`config.mk`:
```
export PLATFORM = sky130hd
export DESIGN_NAME = tmds_encoder_multi
export DESIGN_NICKNAME = d
export VERILOG_FILES = /design/src/rtl/tmds_encoder_multi.sv
export SDC_FILE = /design/constraint.sdc
export NUM_CORES = 1
export LEC_CHECK = 0
export ABC_AREA = 0
export CORE_MARGIN = 2
export CORE_UTILIZATION = 50
export DETAILED_ROUTE_END_ITERATION = 6
export PLACE_DENSITY = 0.68
export SETUP_SLACK_MARGIN = 0.5
export SYNTH_ARGS = -nofsm -noshare
export SYNTH_HDL_FRONTEND = slang
export SYNTH_SLANG_ARGS = --single-unit
```
`constraint.sdc`:
```
create_clock -name clk_in -period 12.1 [get_ports clk_in]
set_input_delay 1.815 -clock clk_in [delete_from_list [all_inputs] [get_ports clk_in]]
set_output_delay 1.815 -clock clk_in [all_outputs]
set_load 0.005 [all_outputs]
```
`src/rtl/tmds_encoder_multi.sv`:
```
// ============================================================================
// Module : tmds_encoder_multi
// Multi-channel TMDS 8b/10b encoder with optional HDMI preamble/guard insertion.
// Rev    : 1.0
// ============================================================================
`default_nettype none

module tmds_encoder_multi #(
    parameter int NUM_CH    = 3,
    parameter int HDMI_MODE = 0,
    parameter int PRE_LEN   = 8,
    parameter int GB_LEN    = 2
) (
    input  logic                   clk_in,
    input  logic                   rst_in,
    input  logic [NUM_CH*8-1:0]    data_in,
    input  logic [NUM_CH*2-1:0]    control_in,
    input  logic                   ve_in,
    output logic [NUM_CH*10-1:0]   tmds_out,
    output logic                   ve_out,
    output logic                   short_blank_out
);

    localparam int c_DEPTH = PRE_LEN + GB_LEN;
    localparam int c_CW    = $clog2(PRE_LEN + GB_LEN + 1);

    localparam logic [9:0] c_CTL00 = 10'b1101010100;
    localparam logic [9:0] c_CTL01 = 10'b0010101011;
    localparam logic [9:0] c_CTL10 = 10'b0101010100;
    localparam logic [9:0] c_CTL11 = 10'b1010101011;
    localparam logic [9:0] c_GB_02 = 10'b1011001100;
    localparam logic [9:0] c_GB_1  = 10'b0100110011;

    typedef enum logic [1:0] {
        ST_CTRL  = 2'd0,
        ST_PRE   = 2'd1,
        ST_GUARD = 2'd2,
        ST_VIDEO = 2'd3
    } state_t;

    function automatic logic [9:0] ctl_code(input logic [1:0] c);
        logic [9:0] s;
        case (c)
            2'b00:   s = c_CTL00;
            2'b01:   s = c_CTL01;
            2'b10:   s = c_CTL10;
            default: s = c_CTL11;
        endcase
        return s;
    endfunction

    // Returns {next disparity, symbol} for one video byte.
    function automatic logic [14:0] enc_video(input logic [7:0] d, input logic signed [4:0] cnt);
        logic [3:0]        n1d;
        logic [3:0]        n1q;
        logic [8:0]        q;
        logic              use_xnor;
        logic signed [4:0] diff;
        logic signed [4:0] nc;
        logic [9:0]        s;
        n1d = 4'd0;
        for (int i = 0; i < 8; i++) n1d = n1d + {3'b000, d[i]};
        use_xnor = (n1d > 4'd4) || ((n1d == 4'd4) && !d[0]);
        q[0] = d[0];
        for (int i = 1; i < 8; i++) begin
            q[i] = use_xnor ? ~(q[i-1] ^ d[i]) : (q[i-1] ^ d[i]);
        end
        q[8] = ~use_xnor;
        n1q = 4'd0;
        for (int i = 0; i < 8; i++) n1q = n1q + {3'b000, q[i]};
        diff = $signed({1'b0, n1q}) - $signed({1'b0, 4'd8 - n1q});
        if ((cnt == 5'sd0) || (n1q == 4'd4)) begin
            s  = {~q[8], q[8], q[8] ? q[7:0] : ~q[7:0]};
            nc = q[8] ? (cnt + diff) : (cnt - diff);
        end else if (((cnt > 5'sd0) && (n1q > 4'd4)) || ((cnt < 5'sd0) && (n1q < 4'd4))) begin
            s  = {1'b1, q[8], ~q[7:0]};
            nc = cnt + (q[8] ? 5'sd2 : 5'sd0) - diff;
        end else begin
            s  = {1'b0, q[8], q[7:0]};
            nc = cnt - (q[8] ? 5'sd0 : 5'sd2) + diff;
        end
        return {nc, s};
    endfunction

    logic [NUM_CH*8-1:0]  r_dl_data [c_DEPTH];
    logic [NUM_CH*2-1:0]  r_dl_ctrl [c_DEPTH];
    logic [c_DEPTH-1:0]   r_dl_ve;

    always_ff @(posedge clk_in) begin
        if (rst_in) begin
            for (int i = 0; i < c_DEPTH; i++) begin
                r_dl_data[i] <= '0;
                r_dl_ctrl[i] <= '0;
            end
            r_dl_ve <= '0;
        end else begin
            r_dl_data[0] <= data_in;
            r_dl_ctrl[0] <= control_in;
            r_dl_ve[0]   <= ve_in;
            for (int i = 1; i < c_DEPTH; i++) begin
                r_dl_data[i] <= r_dl_data[i-1];
                r_dl_ctrl[i] <= r_dl_ctrl[i-1];
                r_dl_ve[i]   <= r_dl_ve[i-1];
            end
        end
    end

    logic                w_dve;
    logic [NUM_CH*2-1:0] w_dctl;
    logic [NUM_CH*8-1:0] w_ddat;

    assign w_dve  = r_dl_ve[c_DEPTH-1];
    assign w_dctl = r_dl_ctrl[c_DEPTH-1];
    assign w_ddat = r_dl_data[c_DEPTH-1];

    state_t            r_state;
    logic [c_CW-1:0]   r_idx;
    logic              r_ve_prev;
    logic              r_dve_prev;
    logic              r_ve;
    logic              r_sb;

    logic              w_rise;
    logic              w_dfall;
    logic              w_idle;
    logic              w_accept;
    logic              w_short;
    state_t            w_st;
    logic [c_CW-1:0]   w_idx;
    state_t            w_st_nx;
    logic [c_CW-1:0]   w_idx_nx;

    // The preamble must start on the very cycle the undelayed edge is seen,
    // so the state used for encoding is resolved combinationally from r_state.
    always_comb begin
        w_rise   = ve_in & ~r_ve_prev;
        w_dfall  = r_dve_prev & ~w_dve;
        w_idle   = (r_state == ST_CTRL) || ((r_state == ST_VIDEO) && !w_dve);
        w_accept = (HDMI_MODE != 0) && w_rise && w_idle;
        w_short  = (HDMI_MODE != 0) && w_rise && !w_idle;
        w_st     = r_state;
        w_idx    = r_idx;
        if (w_accept) begin
            w_st  = ST_PRE;
            w_idx = '0;
        end else begin
            case (r_state)
                ST_VIDEO:          if (!w_dve)  w_st = ST_CTRL;
                ST_PRE, ST_GUARD:  if (w_dfall) w_st = ST_CTRL;
                default: ;
            endcase
        end
        w_st_nx  = w_st;
        w_idx_nx = w_idx + 1'b1;
        case (w_st)
            ST_PRE: begin
                if (w_idx == c_CW'(PRE_LEN - 1)) begin
                    w_st_nx  = ST_GUARD;
                    w_idx_nx = '0;
                end
            end
            ST_GUARD: begin
                if (w_idx == c_CW'(GB_LEN - 1)) begin
                    w_st_nx  = ST_VIDEO;
                    w_idx_nx = '0;
                end
            end
            default: w_idx_nx = '0;
        endcase
    end

    always_ff @(posedge clk_in) begin
        if (rst_in) begin
            r_state    <= ST_CTRL;
            r_idx      <= '0;
            r_ve_prev  <= 1'b0;
            r_dve_prev <= 1'b0;
            r_ve       <= 1'b0;
            r_sb       <= 1'b0;
        end else begin
            r_state    <= w_st_nx;
            r_idx      <= w_idx_nx;
            r_ve_prev  <= ve_in;
            r_dve_prev <= w_dve;
            r_ve       <= w_dve;
            r_sb       <= w_short;
        end
    end

    assign ve_out          = r_ve;
    assign short_blank_out = r_sb;

    for (genvar c = 0; c < NUM_CH; c++) begin : g_ch
        logic [9:0]        r_sym;
        logic signed [4:0] r_disp;
        logic [1:0]        w_ctl;
        logic [14:0]       w_vid;
        logic [9:0]        w_sym;
        logic signed [4:0] w_disp_nx;

        always_comb begin
            w_ctl = w_dctl[2*c +: 2];
            if (w_st == ST_PRE) begin
                if (c == 1)      w_ctl = 2'b01;
                else if (c == 2) w_ctl = 2'b00;
            end
            w_vid = enc_video(w_ddat[8*c +: 8], r_disp);
            if (w_st == ST_GUARD) begin
                w_sym     = (c == 1) ? c_GB_1 : c_GB_02;
                w_disp_nx = 5'sd0;
            end else if ((w_st != ST_PRE) && w_dve) begin
                w_sym     = w_vid[9:0];
                w_disp_nx = w_vid[14:10];
            end else begin
                w_sym     = ctl_code(w_ctl);
                w_disp_nx = 5'sd0;
            end
        end

        always_ff @(posedge clk_in) begin
            if (rst_in) begin
                r_sym  <= '0;
                r_disp <= 5'sd0;
            end else begin
                r_sym  <= w_sym;
                r_disp <= w_disp_nx;
            end
        end

        assign tmds_out[10*c +: 10] = r_sym;
    end

endmodule

`default_nettype wire

```
; Word level (Yosys, flattened, before mapping)
; Memory sizes are Yosys's and may differ from the RTL's.
; Index checks and enable logic that the tools add are counted.
[word_totals]
ff_bits = 62
word_cells = 307
n_memories = 2
mem_bits_rw = 300
[classes]
order_cmp = 15
muxes = 88
n_addsub = 67
n_reduce_logical = 31
eq_ne = 20
n_bitwise = 71
[mem_list]
columns = name, words, width, rd, rd_ports_with_merged_regs, wr, line_no
row1 = r_dl_data, 10, 24, 10, 0, 10, 85  ; logic [NUM_CH*8-1:0] r_dl_data [c_DEPTH];
row2 = r_dl_ctrl, 10, 6, 10, 0, 10, 86  ; logic [NUM_CH*2-1:0] r_dl_ctrl [c_DEPTH];
[ops]
columns = op, count
row1 = $mux 24, 10
row2 = $mux 10, 11
row3 = $add 4x1->4, 24
row4 = $pmux 10 s3, 3
row5 = $mux 6, 10
row6 = $mux 5, 9
row7 = $add 5x5->5, 6
row8 = $sub 5x5->5, 6
row9 = $eq 4x3->1 const B, 7
row10 = $not 1->1, 26
row11 = $add 3x1->4, 6
row12 = $gt 4x3->1 const B, 6
row13 = $mux 1, 24
row14 = $mux 2, 12
row15 = $mux 8, 3
row16 = $not 8->8, 3
row17 = $xor 1x1->1, 21
row18 = $or 1x1->1, 20
row19 = $add 2x1->3, 6
row20 = $add 5x3->5, 3
row21 = $gt 5x1->1 const B, 3
row22 = $logic_not 5->1, 3
row23 = $lt 5x1->1 const B, 3
row24 = $sub 4x4->5, 3
row25 = 20 further kinds, 64

; Longest topological paths before layout
; Gate-level depths: netlist of the first run.
; An unclocked memory read counts as a cell.
[logic_depth]
depth_word = 38
ltp_mapped = 32
depth_no_buf = 31

; Worst setup path before layout of the first run
; OpenSTA, ideal clock, no wires.
[synth_path]
path_kind = reg2reg
startpoint = mem r_dl_data[9][0] (netlist bit)
endpoint = reg g_ch[0].r_disp[4]
setup_ps = 59
path_slack_ps = 3559
t_required_ps = 12041
stages_incl_launch_ff = 32
path_buffers = 1
t_arrival_ps = 8481
cell_sequence = dfxtp_1 inv_1 fa_1 fa_1 fa_1 inv_1 ha_1 fa_1 nor3b_1 o211ai_1 nand2_1 buf_1 xnor2_1 ha_1 fa_1 fa_1 ha_1 fa_1 inv_1 ha_1 inv_1 ha_1 and3_1 o21ai_0 nand3_1 xnor2_1 ha_1 a21oi_1 a21oi_2 o2111a_1 or4b_1 nand2_1
[synth_rtl]
columns = item, line_no
row1 = start: declaration, 85
row2 = end signal: assignment, 226  ; r_disp <= w_disp_nx;
row3 = end: declaration, 195  ; logic signed [4:0] r_disp;

==> qor.txt, run 1 <==
TritonCTS Buffers -> 36
Syn_nets -> 1,502
Routed length per instance -> 12.3 um
Critical R2R Capture -> g_ch[0].r_disp[4]
Cell Count Post-Placement -> 1,750
Max-slew headroom -> 44.9%
Post-cts resize count -> 0
Width of the chip -> 173 um
CP max stage delay -> 570 ps
Final hold violations -> 0
Root Buffer -> clkbuf_16
Diode count -> 0
CP Buf/Inv Count -> 4
Launching point of the worst reg2reg path -> r_dl_data[9][0]
Reg area -> 7250 um^2
Port buffer count -> 63
Synth Warn # -> 0
Hold Path Origin -> r_dl_data[3][3]
WP data required -> 12,570 ps
Fmax -> 0.108 GHz
Sequential element share of the synthesized area -> 50.9%
Die Y -> 173 um
Max VDD drop -> 0.126 mV
Kind of cell adding the most delay to the critical path -> adder cells
Number of max-cap violations -> 0
Layout cells sized above 1 -> 6.26%
Clock Skew -> 14.4 ps
First-pass GRT wire length -> 38.0 mm
Number of global-route vias before repair -> 8,052
Later-pin clock latency in the skew report -> 520 ps
Yosys top cell by area -> dfxtp_1
Area delta synth->final -> 15.1%
Clock slew at reported path FFs -> 60 ps
R2R depth -> 30
Final cell count without fillers -> 1,816
Setup Viol. Count Final -> 0
Post-DRT Antenna Nets -> 0
CP startpoint kind -> register
Worst Setup End Kind -> register
Setup TNS -> 0 ps
Setup slack, reg-to-reg -> 2880 ps
Detailed Place HPWL -> 15.1 mm
# fillers -> 2,363
Die area -> 29,900 um^2
Status -> finished with violations
Drt first pass iters -> 7
Post-CTS Setup Bufs -> 0
Leakage power -> 6.85 nW
Final critical-path required period -> 9220 ps
Clock sink total -> 362
Post-synth EDFFs -> 0
GRT Resource Usage Total -> 15.1%
Site Rows -> 61
Core ar. -> 27,900 um^2
WP data arrival -> 9690 ps
Initial Utilization -> 51.0%
Predominant post-synthesis flop cell -> dfxtp_1
Post-synth top cells -> 362 x dfxtp_1, 314 x nor2b_1, 94 x inv_1
DR vias/cell -> 4.73
Htree depth -> 2
Unique masters post-synth -> 71
GRT Residual Overflow -> 0
Max FO, Critical Path -> 13
Cell Pwr Density -> 145 nW/um^2
CTS tree -> done
Max-slew violation count -> 0
Async set-reset flop share out of synthesis -> 0%
Vias -> 8,595
Synth Cell Area -> 14,200 um^2
Crit path kind -> reg2reg
Tot Pwr -> 0.00238 W
Hold EP -> r_dl_data[4][3]
CP max-delay cell -> fa_1
Worst Hold Class -> reg2reg
Yosys reg bits -> 362
Post-CTS Hold Buffers -> 0
Nets -> 1,552
Crit share post-route -> 76.2%
Slew of the pin with the lowest slew margin -> 827 ps
Total Wirelength -> 22.4 mm
Failing checks -> design-rule violations
Most frequent cell after synthesis -> dfxtp_1
Hold Path Depth -> 1
Post-synth top area share -> 50.9%
Area contributors post-synth -> dfxtp_1 51%, nor2b_1 14%, ha_1 6.7%
Num ports -> 65
Largest net degree at the start of global routing -> 218
DRC viols -> 1
Clock Path Buffers -> 3
Gpl congestion -> 0.829
Syn Inst Count -> 1,360
Initial antenna violation count -> 0
Multi-input gate area -> 6420 um^2
Initial DRC count -> 365
RSZ-0062 raised after global routing -> no
Critical path's most frequent cell -> fa_1
Synthesized area per cell -> 10.5 um^2
[area by class of cell]
| class | count | area share (%) |
|---|---|---|
| clock buffer | 55 | 6.79 |
| clock inverter | 11 | 0.626 |
| inverter | 98 | 2.24 |
| multi-input combinational | 847 | 39.2 |
| sequential | 362 | 44.2 |
| tap | 378 | 2.89 |
| timing repair buffer | 65 | 4.05 |
[worst register-to-register path, delay by kind of cell, from the launching register on]
kind | cells | cell delay, ps
AND/OR/NAND/NOR | 6 | 1710
buffers and inverters | 4 | 460
adder cells (fa/ha/maj) | 13 | 5120
AO/OA/AOI/OAI | 5 | 1050
flip-flops | 1 | 400
XOR/XNOR | 2 | 460
[worst max-delay path by stage]
stage	from	to	slack, ps	depth (start not counted)
after floorplan	r_dl_data[9][0]	g_ch[0].r_disp[4]	3560	31
after global placement	r_dl_data[9][16]	g_ch[2].r_disp[4]	3140	31
after detailed placement	r_dl_data[9][8]	g_ch[1].r_disp[4]	2890	29
after CTS	r_dl_data[9][8]	g_ch[1].r_disp[4]	2850	29
after global routing	r_dl_data[9][16]	g_ch[2].r_disp[4]	2170	31
final	r_dl_data[9][0]	g_ch[0].r_disp[4]	2880	30
[power by group]
group / internal [W] / switching [W]
Sequential: 0.00121 / 0.00000336
Clock: 0.000644 / 0.000453
Combinational: 0.0000338 / 0.0000339
Total: 0.00189 / 0.000490
[per-layer routing]
layer / vias up / track usage, % / routed length, um
met5: - / 0.160 / 0
met2: 176 / 24.6 / 10100
li1: 4463 / - / -
met3: 42 / 2.70 / 991
met1: 3914 / 20.1 / 10700
met4: 0 / 5.90 / 627
[metrics by stage]
| stage | area (um^2) | worst slack [ps] | hold slack [ps] | util [%] |
|---|---|---|---|---|
| floorplan | 14200 | 3560 | 414 | - |
| global placement | 15200 | 3140 | 416 | 54.3 |
| detailed placement | 15200 | 2890 | 420 | 54.3 |
| CTS | 16400 | 2850 | 429 | 58.7 |
| global route | 16400 | 2170 | 440 | 58.7 |
| finish | 16400 | 2880 | 423 | 58.7 |
[kinds of logic (layout without fill, tap and decap cells)]
kind of cell	after synthesis	after routing	share of synthesized area [%]
flip-flops	362	362	50.9
other	1	1	0.0263
multiplexers	8	8	0.589
AO/OA/AOI/OAI	171	171	8.07
XOR/XNOR	90	90	6.30
AND/OR/NAND/NOR	468	468	18.8
buffers and inverters	151	229	4.02
adder cells (fa/ha/maj)	109	109	11.3
[registers in the layout, indices dropped and copies added (netlist names), named ones only]
| signal | count |
|---|---|
| r_dl_data | 240 |
| r_state | 2 |
| g_ch.r_disp | 12 |
| r_idx | 4 |
| r_dl_ve | 10 |
| r_dl_ctrl | 60 |
| ve_out | 1 |
| g_ch.r_sym | 30 |
[cells in the final DEF, fill, tap and decap left out, drive strengths merged, types with 4 or more instances in the layout]
master	netlist	routed
a21oi	58	58
nor4	5	5
nand3	4	4
fa	33	33
nor3	14	14
mux2i	5	5
xor2	19	19
clkbuf	46	55
nor2b	314	314
clkinv	0	8
or2	4	4
ha	76	76
a22o	4	4
nand3b	4	4
a211oi	6	6
o211ai	6	6
a22oi	8	8
inv	98	101
nor2	50	50
a221oi	5	5
a31oi	4	4
o21a	4	4
nand2	47	47
a21o	13	13
or3	5	5
o22ai	7	7
o21ai	26	26
xnor2	68	68
clkdlybuf4s50	0	62
dfxtp	362	362
and2	4	4
nand2b	8	8
Note: power is estimated with default switching activity, not from simulation.
==> run 2, diff against run 1 <==
- PLACE_DENSITY: 0.68 -> 0.71
- clock period: 12.1 -> 7.7 ns (I/O delays scaled with it)
==> qor.txt, run 2 (synthesized netlist as in run 1, its figures left out) <==
Status -> finished with violations (unchanged)
Failing checks -> negative setup slack (was design-rule violations)
Final critical-path required period -> 7720 ps (was 9220 ps)
Htree depth -> 2 (unchanged)
Pre-CTS setup slack -> -189 ps (was 2890 ps)
Leakage power -> 7.13 nW (was 6.85 nW)
Diode count -> 0 (unchanged)
Max FO, Critical Path -> 4 (was 13)
Post-CTS Hold Buffers -> 0 (unchanged)
Initial Utilization -> 51.0% (unchanged)
Launching point of the worst reg2reg path -> r_dl_data[9][17] (was r_dl_data[9][0])
CP max-delay cell -> fa_1 (unchanged)
Area delta synth->final -> 20.8% (was 15.1%)
Routed length per instance -> 12.2 um (was 12.3 um)
CP startpoint kind -> register (unchanged)
Worst setup margin -> -16.1 ps (was 2880 ps)
Worst Setup SP -> r_dl_data[9][17] (was r_dl_data[9][0])
Core ar. -> 27,900 um^2 (unchanged)
Biggest regs -> r_dl_data (240), r_dl_ctrl (60), g_ch.r_sym (30) (unchanged)
DRC viols -> 0 (was 1)
Root Buffer -> clkbuf_16 (unchanged)
Max-slew violation count -> 0 (unchanged)
Fmax -> 0.130 GHz (was 0.108 GHz)
First-pass GRT wire length -> 38.9 mm (was 38.0 mm)
Later-pin clock latency in the skew report -> 520 ps (about the same)
Drt first pass iters -> 5 (was 7)
WP data arrival -> 8090 ps (was 9690 ps)
Slew of the pin with the lowest slew margin -> 863 ps (was 827 ps)
Nets -> 1,600 (was 1,552)
GRT Residual Overflow -> 0 (unchanged)
Largest net degree at the start of global routing -> 102 (was 218)
Detailed Place HPWL -> 15.1 mm (about the same)
Initial antenna violation count -> 0 (unchanged)
Site Rows -> 61 (unchanged)
Crit share post-route -> 100% (was 76.2%)
Initial DRC count -> 429 (was 365)
Worst Setup End Kind -> register (unchanged)
Width of the chip -> 173 um (unchanged)
Layout cells sized above 1 -> 13.2% (was 6.26%)
Most flop-heavy register -> r_dl_data (unchanged)
Hold Path Origin -> r_dl_ctrl[8][3] (was r_dl_data[3][3])
Worst Hold Class -> reg2reg (unchanged)
Crit path kind -> reg2reg (unchanged)
CP max stage delay -> 550 ps (was 570 ps)
Setup Viol. Count Final -> 2 (was 0)
Kind of cell adding the most delay to the critical path -> adder cells (unchanged)
Most common cell after layout, fill and taps aside -> dfxtp_1 (unchanged)
Max VDD drop -> 0.172 mV (was 0.126 mV)
Number of max-cap violations -> 0 (unchanged)
Setup slack, reg-to-reg -> -20 ps (was 2880 ps)
Final hold violations -> 0 (unchanged)
Die area -> 29,900 um^2 (unchanged)
WP data required -> 8080 ps (was 12,570 ps)
Placed Area -> 15,600 um^2 (was 15,200 um^2)
Clock sink total -> 362 (unchanged)
Clock Skew -> 22.7 ps (was 14.4 ps)
Port buffer count -> 63 (unchanged)
TritonCTS Buffers -> 37 (was 36)
Setup TNS -> -24.3 ps (was 0 ps)
CP Buf/Inv Count -> 4 (unchanged)
Die Y -> 173 um (unchanged)
Max-slew headroom -> 42.5% (was 44.9%)
CTS tree -> done (unchanged)
Num ports -> 65 (unchanged)
Cell Pwr Density -> 221 nW/um^2 (was 145 nW/um^2)
Vias -> 8,833 (was 8,595)
Commonest cells after routing, fill and taps aside -> 356 x dfxtp_1, 314 x nor2b_1, 82 x inv_1 (was 362 x dfxtp_1, 314 x nor2b_1, 94 x inv_1)
DR vias/cell -> 4.74 (was 4.73)
Post-DRT Antenna Nets -> 0 (unchanged)
Total Wirelength -> 22.7 mm (was 22.4 mm)
Clock Path Buffers -> 3 (unchanged)
Number of global-route vias before repair -> 8,445 (was 8,052)
Clock slew at reported path FFs -> 70 ps (was 60 ps)
GRT Resource Usage Total -> 15.4% (was 15.1%)
Gpl congestion -> 0.879 (was 0.829)
Max reg flops -> 240 (unchanged)
RSZ-0062 raised after global routing -> yes (was no)
Final non-filler cell area -> 17,200 um^2 (was 16,400 um^2)
run 2: changes by cell type in the layout (fill, tap and decap cells not counted), moves of 5 or more:
cell,previous run,this run
ha_4,0,11
a21oi_1,57,52
buf_4,1,43
ha_1,76,61
inv_1,94,82
buf_6,0,6
inv_4,0,5
inv_2,4,11
clkbuf_8,12,7
dfxtp_1,362,356
run 2: repair_timing:
| action | CTS | global route |
|---|---|---|
| setup endpoints to repair | 6 | 9 |
| resized for setup | 21 | 23 |
| buffers inserted | 9 | 9 |
| hold endpoints to repair | 0 | 0 |
| pin swaps | 39 | 21 |
run 2: path summary, 6_finish.rpt:
| check | end | cells past startpoint |
|---|---|---|
| worst max-delay path | g_ch[2].r_disp[4] | 31 |
| worst min-delay path | r_dl_ctrl[9][3] | 1 |
| worst max register to register | g_ch[2].r_disp[4] | 31 |
| worst min register to register | r_dl_ctrl[9][3] | 1 |
run 2: report_power, final:
| group | internal, W | switching (W) | leakage, nW |
|---|---|---|---|
| clock | 0.00106 | 0.000713 | 0.610 |
| combinational | 0.0000611 | 0.0000569 | 3.58 |
| sequential | 0.00190 | 0.00000547 | 2.94 |
| total | 0.00302 | 0.000775 | 7.13 |
run 2: metal layers:
layer	vias to the layer above	part of all wire [%]	track usage, %
li1	4551	-	-
met1	4085	47	20.1
met2	164	47	26.1
met3	33	4.0	2.77
met4	0	1.8	4.73
met5	-	0	0
run 2: final cells by class:
cell class	instances	area, um^2
tap	378	473
timing repair buffer	112	1030
multi-input combinational	847	6810
clock inverter	13	161
clock buffer	55	1080
sequential	362	7260
inverter	98	380
fill	2288	10700
run 2: worst register-to-register path: cells and delay by family (launching register included):
kind,cells,cell delay [ps]
flip-flops,1,330
buffers and inverters,4,210
XOR/XNOR,2,370
AO/OA/AOI/OAI,6,1110
multiplexers,1,170
adder cells (fa/ha/maj),13,4770
AND/OR/NAND/NOR,5,630
run 2: stage by stage:
step / cells / util (%) / hold WS, ps / total power (W)
3_3_place_gp: 1779 / 55.8 / 416 / 0.00206
4_1_cts: 1856 / 60.9 / 417 / 0.00385
5_1_grt: 1865 / 61.6 / 430 / 0.00395
2_1_floorplan: 1360 / - / 412 / 0.00202
3_5_place_dp: 1779 / 55.8 / 420 / 0.00206
6_report: 1865 / 61.6 / 419 / 0.00380
==> run 3, diff against run 2 <==
- CORE_UTILIZATION: 50 -> 54
- PLACE_DENSITY: 0.71 -> 0.75
- SKIP_CTS_REPAIR_TIMING: not set -> 1
- SLEW_MARGIN: not set -> 15
==> qor.txt, run 3 (synthesized netlist as in run 1, its figures left out) <==
Max reg flops -> 240 (unchanged)
Worst Hold Class -> reg2reg (unchanged)
Die Y -> 166 um (was 173 um)
RSZ-0062 raised after global routing -> yes (unchanged)
WP data required -> 8130 ps (was 8080 ps)
Port buffer count -> 63 (unchanged)
Clock slew at reported path FFs -> 60 ps (was 70 ps)
Final critical-path required period -> 7820 ps (was 7720 ps)
CP max stage delay -> 510 ps (was 550 ps)
DRC viols -> 0 (unchanged)
Core ar. -> 26,000 um^2 (was 27,900 um^2)
Max VDD drop -> 0.179 mV (was 0.172 mV)
Clock Skew -> 9.00 ps (was 22.7 ps)
Clock sink total -> 362 (unchanged)
GRT Residual Overflow -> 0 (unchanged)
TritonCTS Buffers -> 36 (was 37)
Biggest regs -> r_dl_data (240), r_dl_ctrl (60), g_ch.r_sym (30) (unchanged)
Htree depth -> 2 (unchanged)
Largest net degree at the start of global routing -> 136 (was 102)
Max-slew violation count -> 0 (unchanged)
CP startpoint kind -> register (unchanged)
Cell Pwr Density -> 224 nW/um^2 (was 221 nW/um^2)
Num ports -> 65 (unchanged)
Total Wirelength -> 22.6 mm (was 22.7 mm)
Post-DRT Antenna Nets -> 0 (unchanged)
Max-slew headroom -> 32.5% (was 42.5%)
Initial DRC count -> 456 (was 429)
Clock Path Buffers -> 3 (unchanged)
Hold Slack -> 431 ps (was 419 ps)
Slew of the pin with the lowest slew margin -> 1010 ps (was 863 ps)
# fillers -> 2,023 (was 2,288)
Later-pin clock latency in the skew report -> 510 ps (was 520 ps)
Worst setup margin -> -116 ps (was -16.1 ps)
Drt first pass iters -> 5 (unchanged)
Nets -> 1,592 (was 1,600)
GRT Resource Usage Total -> 16.4% (was 15.4%)
Worst Setup End Kind -> register (unchanged)
Width of the chip -> 166 um (was 173 um)
Diode count -> 0 (unchanged)
Initial antenna violation count -> 0 (unchanged)
Crit path kind -> reg2reg (unchanged)
First-pass GRT wire length -> 38.7 mm (was 38.9 mm)
Most common cell after layout, fill and taps aside -> dfxtp_1 (unchanged)
Max FO, Critical Path -> 5 (was 4)
Setup Viol. Count Final -> 3 (was 2)
Tot Pwr -> 0.00383 W (was 0.00380 W)
Critical path's most frequent cell -> fa_1
Gpl congestion -> 0.839 (was 0.879)
WP data arrival -> 8240 ps (was 8090 ps)
R2R depth -> 29 (was 31)
Crit share post-route -> 102% (was 100%)
Status -> finished with violations (unchanged)
DR vias/cell -> 4.87 (was 4.74)
Final hold violations -> 0 (unchanged)
Hold Path Depth -> 1 (unchanged)
Failing checks -> negative setup slack (unchanged)
Area delta synth->final -> 20.1% (was 20.8%)
Vias -> 8,826 (was 8,833)
Most flop-heavy register -> r_dl_data (unchanged)
Commonest cells after routing, fill and taps aside -> 356 x dfxtp_1, 314 x nor2b_1, 84 x inv_1 (was 356 x dfxtp_1, 314 x nor2b_1, 82 x inv_1)
Initial Utilization -> 54.8% (was 51.0%)
Site Rows -> 59 (was 61)
Number of global-route vias before repair -> 8,406 (was 8,445)
Leakage power -> 7.09 nW (was 7.13 nW)
CP max-delay cell -> fa_1 (unchanged)
Detailed Place HPWL -> 15.3 mm (was 15.1 mm)
Number of max-cap violations -> 0 (unchanged)
Die area -> 27,700 um^2 (was 29,900 um^2)
CTS tree -> done (unchanged)
Root Buffer -> clkbuf_16 (unchanged)
Routed length per instance -> 12.5 um (was 12.2 um)
Layout cells sized above 1 -> 12.7% (was 13.2%)
Fmax -> 0.128 GHz (was 0.130 GHz)
-- run 3: report_power, final --
group	total, W	switching, W	internal (W)
Sequential	0.00191	0.00000546	0.00190
Clock	0.00181	0.000701	0.00111
Combinational	0.000118	0.0000569	0.0000606
Total	0.00383	0.000763	0.00307
-- run 3: final timing paths --
path | start | endpoint | slack [ps]
worst max-delay path | r_dl_data[9][8] | g_ch[1].r_disp[4] | -120
worst max register to register | r_dl_data[9][8] | g_ch[1].r_disp[4] | -120
worst min-delay path | r_dl_data[6][18] | r_dl_data[7][18] | 430
worst min register to register | r_dl_data[6][18] | r_dl_data[7][18] | 430
-- run 3: worst max-delay path, delay by kind of cell, from the launching register on --
kind | cells | cell delay [ps]
mux | 1 | 320
compound gates | 6 | 1140
fa+ha+maj | 13 | 4710
flops | 1 | 350
buf+inv | 4 | 210
xor+xnor | 3 | 450
simple gates | 2 | 550
-- run 3: final cells by class --
cell class / count / area (um^2) / area share (%)
clock buffer: 47 / 1010 / 5.93
multi-input combinational: 847 / 6810 / 39.8
clock inverter: 17 / 256 / 1.50
inverter: 98 / 378 / 2.21
tap: 335 / 419 / 2.45
sequential: 362 / 7260 / 42.4
timing repair buffer: 105 / 966 / 5.65
-- run 3: per-stage QoR --
stage          cells  TNS, ps  utilization, %  instance area (um^2)  setup WS [ps]
5_1_grt         1811    -1260            65.8                 17100           -461
3_3_place_gp    1733        0            59.7                 15500           43.2
6_report        1811     -277            65.8                 17100           -116
3_5_place_dp    1733     -523            59.7                 15500           -222
4_1_cts         1797     -603            64.6                 16800           -253
2_1_floorplan   1360     -207               -                 14500           -114
-- run 3: layer usage --
layer	share of wire (%)	GRT usage [%]
met3	4.6	3.03
met2	47	27.4
met1	47	21.7
met5	0	0
met4	2.2	5.02
